File: src/rtl/i2c_bus_cond.sv
// I2C pad-input conditioning: synchronizes and glitch-filters SCL/SDA, derives
// SCL edges, START/STOP events, bus busy/free status and an SCL-low timeout.
module i2c_bus_cond #(
    parameter int FilterCycles = 4,
    parameter int TimeoutW     = 16
) (
    input  logic                clk_i,
    input  logic                rst_i,
    input  logic                scl_i,
    input  logic                sda_i,
    input  logic [TimeoutW-1:0] stretch_timeout_i,
    input  logic [TimeoutW-1:0] bus_free_i,
    output logic                scl_f_o,
    output logic                sda_f_o,
    output logic                scl_rise_o,
    output logic                scl_fall_o,
    output logic                start_det_o,
    output logic                stop_det_o,
    output logic                bus_busy_o,
    output logic                bus_free_o,
    output logic                scl_timeout_o
);

    localparam int FcW = (FilterCycles > 1) ? $clog2(FilterCycles + 1) : 1;
    // The filtered line flips on the cycle the run counter would reach FilterCycles.
    localparam logic [FcW-1:0] FcLast = FcW'(FilterCycles - 1);

    // Bit 0 carries SCL, bit 1 carries SDA throughout.
    logic [1:0]          r_sync1;
    logic [1:0]          r_sync2;
    logic [1:0]          r_filt;
    logic [1:0]          r_filt_d;
    logic [FcW-1:0]      r_fcnt [2];
    logic                r_busy;
    logic                r_bus_free;
    logic [TimeoutW-1:0] r_free_cnt;
    logic [TimeoutW-1:0] r_to_cnt;
    logic                r_to_fired;

    logic w_scl_f;
    logic w_scl_d;
    logic w_sda_f;
    logic w_sda_d;
    logic w_scl_rise;
    logic w_scl_fall;
    logic w_scl_steady_hi;
    logic w_start;
    logic w_stop;
    logic w_idle;
    logic w_to_run;
    logic w_to_hit;

    always_ff @(posedge clk_i) begin
        if (rst_i) begin
            r_sync1   <= 2'b11;
            r_sync2   <= 2'b11;
            r_filt    <= 2'b11;
            r_filt_d  <= 2'b11;
            r_fcnt[0] <= '0;
            r_fcnt[1] <= '0;
        end else begin
            r_sync1  <= {sda_i, scl_i};
            r_sync2  <= r_sync1;
            r_filt_d <= r_filt;
            for (int i = 0; i < 2; i++) begin
                if (r_sync2[i] == r_filt[i]) begin
                    r_fcnt[i] <= '0;
                end else if (r_fcnt[i] == FcLast) begin
                    r_filt[i] <= r_sync2[i];
                    r_fcnt[i] <= '0;
                end else begin
                    r_fcnt[i] <= r_fcnt[i] + 1'b1;
                end
            end
        end
    end

    assign w_scl_f = r_filt[0];
    assign w_scl_d = r_filt_d[0];
    assign w_sda_f = r_filt[1];
    assign w_sda_d = r_filt_d[1];

    assign w_scl_rise      = w_scl_f & ~w_scl_d;
    assign w_scl_fall      = ~w_scl_f & w_scl_d;
    // START/STOP only count when SCL was high in both this and the previous cycle.
    assign w_scl_steady_hi = w_scl_f & w_scl_d;
    assign w_start         = w_scl_steady_hi & ~w_sda_f & w_sda_d;
    assign w_stop          = w_scl_steady_hi & w_sda_f & ~w_sda_d;

    assign w_idle   = ~r_busy & w_scl_f & w_sda_f;
    assign w_to_run = r_busy & ~w_scl_f;
    // Equality (not >=) so a threshold lowered mid-count never fires retroactively.
    assign w_to_hit = w_to_run && (stretch_timeout_i != '0) &&
                      (r_to_cnt == stretch_timeout_i) && !r_to_fired;

    always_ff @(posedge clk_i) begin
        if (rst_i) begin
            r_busy <= 1'b0;
        end else if (w_start) begin
            r_busy <= 1'b1;
        end else if (w_stop) begin
            r_busy <= 1'b0;
        end
    end

    always_ff @(posedge clk_i) begin
        if (rst_i) begin
            r_free_cnt <= '0;
            r_bus_free <= 1'b0;
        end else begin
            if (!w_idle) begin
                r_free_cnt <= '0;
            end else if (!(&r_free_cnt)) begin
                r_free_cnt <= r_free_cnt + 1'b1;
            end
            r_bus_free <= w_idle && (r_free_cnt >= bus_free_i);
        end
    end

    always_ff @(posedge clk_i) begin
        if (rst_i) begin
            r_to_cnt   <= '0;
            r_to_fired <= 1'b0;
        end else if (!w_to_run) begin
            r_to_cnt   <= '0;
            r_to_fired <= 1'b0;
        end else begin
            if (!(&r_to_cnt)) begin
                r_to_cnt <= r_to_cnt + 1'b1;
            end
            r_to_fired <= r_to_fired | w_to_hit;
        end
    end

    assign scl_f_o       = w_scl_f;
    assign sda_f_o       = w_sda_f;
    assign bus_busy_o    = r_busy;
    assign bus_free_o    = r_bus_free;
    // Pulses are masked while reset is asserted so nothing leaks out mid-reset.
    assign scl_rise_o    = w_scl_rise & ~rst_i;
    assign scl_fall_o    = w_scl_fall & ~rst_i;
    assign start_det_o   = w_start & ~rst_i;
    assign stop_det_o    = w_stop & ~rst_i;
    assign scl_timeout_o = w_to_hit & ~rst_i;

endmodule
File: config.mk
export PLATFORM = sky130hd
export DESIGN_NAME = i2c_bus_cond
export DESIGN_NICKNAME = d
export VERILOG_FILES = /design/src/rtl/i2c_bus_cond.sv
export SDC_FILE = /design/constraint.sdc
export NUM_CORES = 1
export LEC_CHECK = 0
export BUFFER_PORTS_ARGS = -buffer_cell sky130_fd_sc_hd__buf_2
export CAP_MARGIN = 10
export CORE_MARGIN = 10
export CORE_UTILIZATION = 51
export CTS_CLUSTER_SIZE = 24
export DETAILED_ROUTE_END_ITERATION = 8
export MAX_ROUTING_LAYER = met4
export PLACE_DENSITY = 0.85
export SYNTH_ARGS = -nofsm -noshare
export SYNTH_HDL_FRONTEND = slang
export SYNTH_SLANG_ARGS = --single-unit
File: constraint.sdc
create_clock -name clk_i -period 1.8 [get_ports clk_i]
set_clock_uncertainty 0.1 [all_clocks]
set_input_delay 0.09 -clock clk_i [delete_from_list [all_inputs] [get_ports clk_i]]
set_output_delay 0.09 -clock clk_i [all_outputs]
set_load 0.005 [all_outputs]
* Yosys cells after proc, flatten, opt, wreduce, memory -nomap -nowiden
Memories as Yosys holds them, arrays and structs flattened. Cells that the tools add are included.
Storage, ports and cells: input port bits 36, memories 1, logic and storage cells 98, RAM bits 6, output and inout port bits 9, register bits after elaboration 43
Operators by class: equality and inequality tests 5, bitwise gates (word level) 32, $lt $le $gt $ge 1, multiplexer cells 32, reductions and logical operators 13, $add $sub $neg 4
Memory list:
- r_fcnt | words 2, width 3, read ports 2, clocked after Yosys merged registers in 0, wr ports 2, line 33 | logic [FcW-1:0] r_fcnt [2];
Operators by type and width (number):
- adder 16 x 1 -> 16 bit, second input constant | 2
- AND reduction 16 bit | 2
- 2-to-1 mux 1 bit | 26
- 2-to-1 mux 3 bit | 6
- equality test 16 bit | 1
- greater-or-equal comparator 16 bit | 1
- nonzero test 16 bit | 1
- AND 1 bit | 15
- NOT 1 bit | 10
- OR 1 bit | 7
- adder 3 x 1 -> 3 bit, second input constant | 2
- equality test 3 x 2 -> 1 bit, second input constant | 2
- logical AND 1 bit | 4
- AND reduction 2 bit | 2
- OR reduction 2 bit | 2
- equality test 1 bit | 2
- nonzero test 2 bit | 1
- logical NOT 1 bit | 1

* Depth between registers and ports, before layout
word-level depth 7, gate-level depth with buffers 6, gate-level depth less buffers 6

* Worst setup path before layout
Ideal clock, no wire load.
path type register to register, start register r_to_cnt[0], end register r_to_cnt[0], setup time 0.128 ns, arrival 1.579 ns, clock period less this slack 1.806 ns, setup slack -0.006 ns, cell stages (with the launch flop) 7, path buffers 1, required time 1.572 ns, cell sequence dfxtp_1 -> ha_1 -> nand3_1 -> or4_4 -> buf_6 -> xnor2_1 -> nor2_1
On the way: cells in the longest elaborated chain, start to end 1, elaborated cells between the ends (all ways) 2, those cells by class add/sub (1); reduce/logical (1)
RTL lines:
- start: declaration | line 37 | logic [TimeoutW-1:0] r_to_cnt;
- start signal: assignment | line 129 | r_to_cnt <= r_to_cnt + 1'b1;
- adder 16 x 1 -> 16 bit or AND reduction 16 bit (tied branches) | line 129, 128
Several ways; a longest one is shown, not always the timed one. A chain may end at the register's enable or synchronous reset.

* Worst setup path in the final report
start register r_to_cnt[3], end output port scl_timeout_o
On the way: cells in the longest elaborated chain, start to end 4
RTL lines:
- equality test 16 bit | line 94 | (r_to_cnt == stretch_timeout_i) && !r_to_fired;
- logical AND 1 bit | line 93 | assign w_to_hit = w_to_run && (stretch_timeout_i != '0) &&
- logical AND 1 bit | line 94
- AND 1 bit | line 144 | assign scl_timeout_o = w_to_hit & ~rst_i;
- end: declaration | line 21 | output logic scl_timeout_o
Every way passes these cells.

==> flow_metrics.py <==
metrics = {
    "synth": {
        "yosysSeqAreaShare": 0.362,
        "ys_ff_latch": 49,
        "syn-instance-count": 327,
        "synth_area_mm2": 0.00288,
        "yosysWarnings": 0,
        "synth-edff-count": 6,
        "synth_flop_cell": "dfxtp_1",
        "syn_avg_cell_area_um2": 8.80,
        "synth_cell_types": 49,
        "async_reset_ff_frac": 0,
    },
    "timing": {
        "fmax_mhz": 540,
        "rsz0062_at_grt": "yes",
        "setup_slack_ns": -0.0506,
        "fin_setup_tns_ns": -0.0973,
        "slew_violations": 0,
        "setup_viol": 2,
        "post-route-min-period_ns": 1.85,
        "hold_viol": 0,
        "fin_crit_sh": 1.03,
        "hold-worst-slack_ns": 0.0149,
    },
    "routing": {
        "remaining_drc_errors": 0,
        "routed_wl_um": 7300,
        "drtIter0Drc": 165,
        "vias": 2703,
        "avgViaCountPerCell": 5.68,
        "ant_nets": 0,
        "detail_route.wl_per_cell_um": 15.3,
        "firstDrtPassIters": 4,
    },
    "floorplan": {
        "design.portCount": 45,
        "row_count": 27,
        "die_x_um": 95.1,
        "initial_utilization": 0.523,
        "die_height_um": 95.1,
        "coreArea_mm2": 0.00551,
        "die_area_mm2": 0.00905,
    },
    "pwr": {
        "power_per_cell_area_mw_per_mm2": 555,
        "vdd_ir_drop_max_v": 0.000371,
        "p_leak_nw": 1.56,
    },
    "place": {
        "port_buffers": 44,
        "dp_hpwl_um": 5220,
        "gp_congestion": 0.928,
    },
    "setup_path": {
        "cpMaxStageDelayCell": "dfxtp_4",
        "r2r_end": "r_free_cnt[14]",
        "cp_max_fo": 5,
        "worstSetupStartpoint": "r_to_cnt[3]",
        "cpLargestDelayFamily": "simple AND/OR/NAND/NOR gates",
        "cp_slowest_stage_delay_ns": 0.37,
        "r2r_slack_ns": -0.05,
        "worst_r2r_path_depth": 6,
        "crit_top_cell": "nor4_1",
        "cp-end-kind": "output pin",
        "cp_data_arrival_time_ns": 1.66,
        "crit_buf_inv": 1,
        "crit_end": "scl_timeout_o",
        "cp.required_ns": 1.61,
        "path_depth": 5,
        "crit_chain": "xor2_1 -> nor4_1 -> nand4_1 -> nor4_1 -> buf_2",
        "r2r_start": "r_free_cnt[1]",
        "critPathLaunchType": "flop",
        "critical_path_class": "reg2out",
    },
    "global_routing": {
        "grt_pass1_wl_um": 11600,
        "antenna_found_initial": 0,
        "grt_pass1_vias": 2635,
        "grt_max_degree": 17,
        "overflow": 0,
        "grt_usage": 0.160,
    },
    "clock_tree": {
        "cts_buffers": 5,
        "htreeDepth": 2,
        "cts-root-buf": "clkbuf_8",
        "clock_path_buffers": 2,
        "path_clk_slew_ns": 0.09,
        "cts_sinks": 49,
        "cts_tree": "built",
        "clock_latency_ns": 0.31,
    },
    "worst_hold_path": {
        "hold_class": "in2reg",
    },
    "status": {
        "run_status": "complete, but fails checks",
        "violations": "setup timing",
    },
    "run": {
        "drv_cap": 0,
    },
    "cells_and_area": {
        "post_route_cells_drive_above_1_share": 0.272,
        "final_nets": 461,
        "diodes": 0,
        "area_delta_synth_final_pct": 23.9,
    },
}
-- cell families after synthesis --
logic type	synth area share
compound gates	0.131
xor+xnor	0.0821
fa+ha+maj	0.0956
buf+inv	0.0474
flops	0.362
mux	0.00695
other cells	0.00130
simple gates	0.274
-- registers in the layout, indices dropped and copies added, names as in the netlist --
signal	flops
bus_busy_o	1
bus_free_o	1
r_fcnt	6
r_filt	2
r_filt_d	2
r_free_cnt	16
r_sync1	2
r_sync2	2
r_to_cnt	16
r_to_fired	1
-- routing by layer --
layer	track usage	up-vias	wire length, um
met4	0.0599	0	123
met5	-	-	0
met1	0.178	1264	3100
li1	-	1346	-
met3	0.0259	16	355
met2	0.281	77	3730
-- worst register-to-register path, delay by kind of cell (launching register included) --
kind,cells,cell delay (ns)
simple gates,3,0.64
flops,1,0.35
compound gates,1,0.25
fa+ha+maj,1,0.23
buf+inv,1,0.20
-- cell type report --
type	instances	area [um^2]
clock buffer	6	72.6
clock inverter	2	15.0
fill	436	1940
inverter	25	93.8
multi-input combinational	251	1790
sequential	49	1070
tap	72	90.1
timing repair buffer	71	432
-- how the worst min path moves through the flow --
stage,from,depth (start not counted),to,slack [ns]
finish,rst_i,2,bus_busy_o,0.01
floorplan,scl_i,1,r_sync1[0],0.09
detailed placement,sda_i,2,r_sync1[1],0.18
global placement,sda_i,2,r_sync1[1],0.18
global route,rst_i,2,bus_busy_o,0.04
CTS,rst_i,2,bus_busy_o,0.02
-- report_power, final --
part	switching, mW	leakage [nW]	internal [mW]
logic	0.101	1.11	0.0988
clock network	0.373	0.0374	0.274
registers	0.0160	0.418	1.12
-- what timing repair did --
item / 4_1_cts / 5_1_grt
setup buffers: 8 / 3
hold endpoints to repair: 2 / 0
pin swaps: 7 / 8
gates resized for setup: 14 / 15
hold buffers: 2 / 0
gates cloned: 0 / 0
endpoints found under the setup margin: 4 / 13
-- cells in the mapped netlist, types with 2 or more instances --
library cell | number | area, um^2
o21ai_1 | 2 | 10.0
or2_2 | 5 | 31.3
and3_1 | 6 | 37.5
or4_1 | 2 | 15.0
buf_6 | 2 | 22.5
xnor2_1 | 10 | 87.6
ha_1 | 22 | 275
o31ai_1 | 3 | 22.5
a211oi_1 | 3 | 22.5
nand4_1 | 9 | 56.3
nand3_1 | 10 | 50.1
nand4_2 | 4 | 50.1
nor4_1 | 11 | 68.8
dfxtp_1 | 43 | 861
nor2b_1 | 3 | 18.8
a211o_1 | 2 | 17.5
mux2i_1 | 2 | 20.0
a31oi_1 | 6 | 37.5
a21oi_1 | 21 | 105
nand2b_1 | 3 | 18.8
xor2_1 | 17 | 149
o211ai_1 | 2 | 15.0
or3_1 | 11 | 68.8
nand3b_1 | 2 | 15.0
inv_1 | 25 | 93.8
o21ai_0 | 14 | 70.1
nand2_1 | 17 | 63.8
edfxtp_1 | 6 | 180
nor2_1 | 24 | 90.1
and4_1 | 9 | 78.8
nor3_1 | 10 | 50.1
clkbuf_1 | 4 | 15.0
-- layout by cell type (no fill, tap or decap), types with 4 or more instances in the layout --
cell	count
nor3_1	10
dfxtp_4	7
conb_1	6
xor2_1	17
and4_1	8
a21oi_1	21
and3_1	6
nand4_1	9
or2_2	5
nor2_1	24
or3_1	11
dfxtp_1	32
dfxtp_2	4
edfxtp_1	6
nand3_1	9
buf_2	44
inv_1	25
nand2_1	17
nor4_1	10
a31oi_1	6
o21ai_0	14
xnor2_1	10
clkbuf_8	5
buf_4	24
ha_1	20
-- metrics by stage --
step,setup slack (ns),cells,power (mW),cell area [um^2],utilization
global route,-0.172,476,2.07,3570,0.648
finish,-0.0506,476,1.98,3570,0.648
global placement,0.0878,458,1.35,3300,0.599
CTS,-0.0759,476,1.99,3500,0.636
detailed placement,-0.0243,458,1.36,3300,0.599
floorplan,0.0104,332,1.28,2900,-
Power figures use the tool's default switching activity.
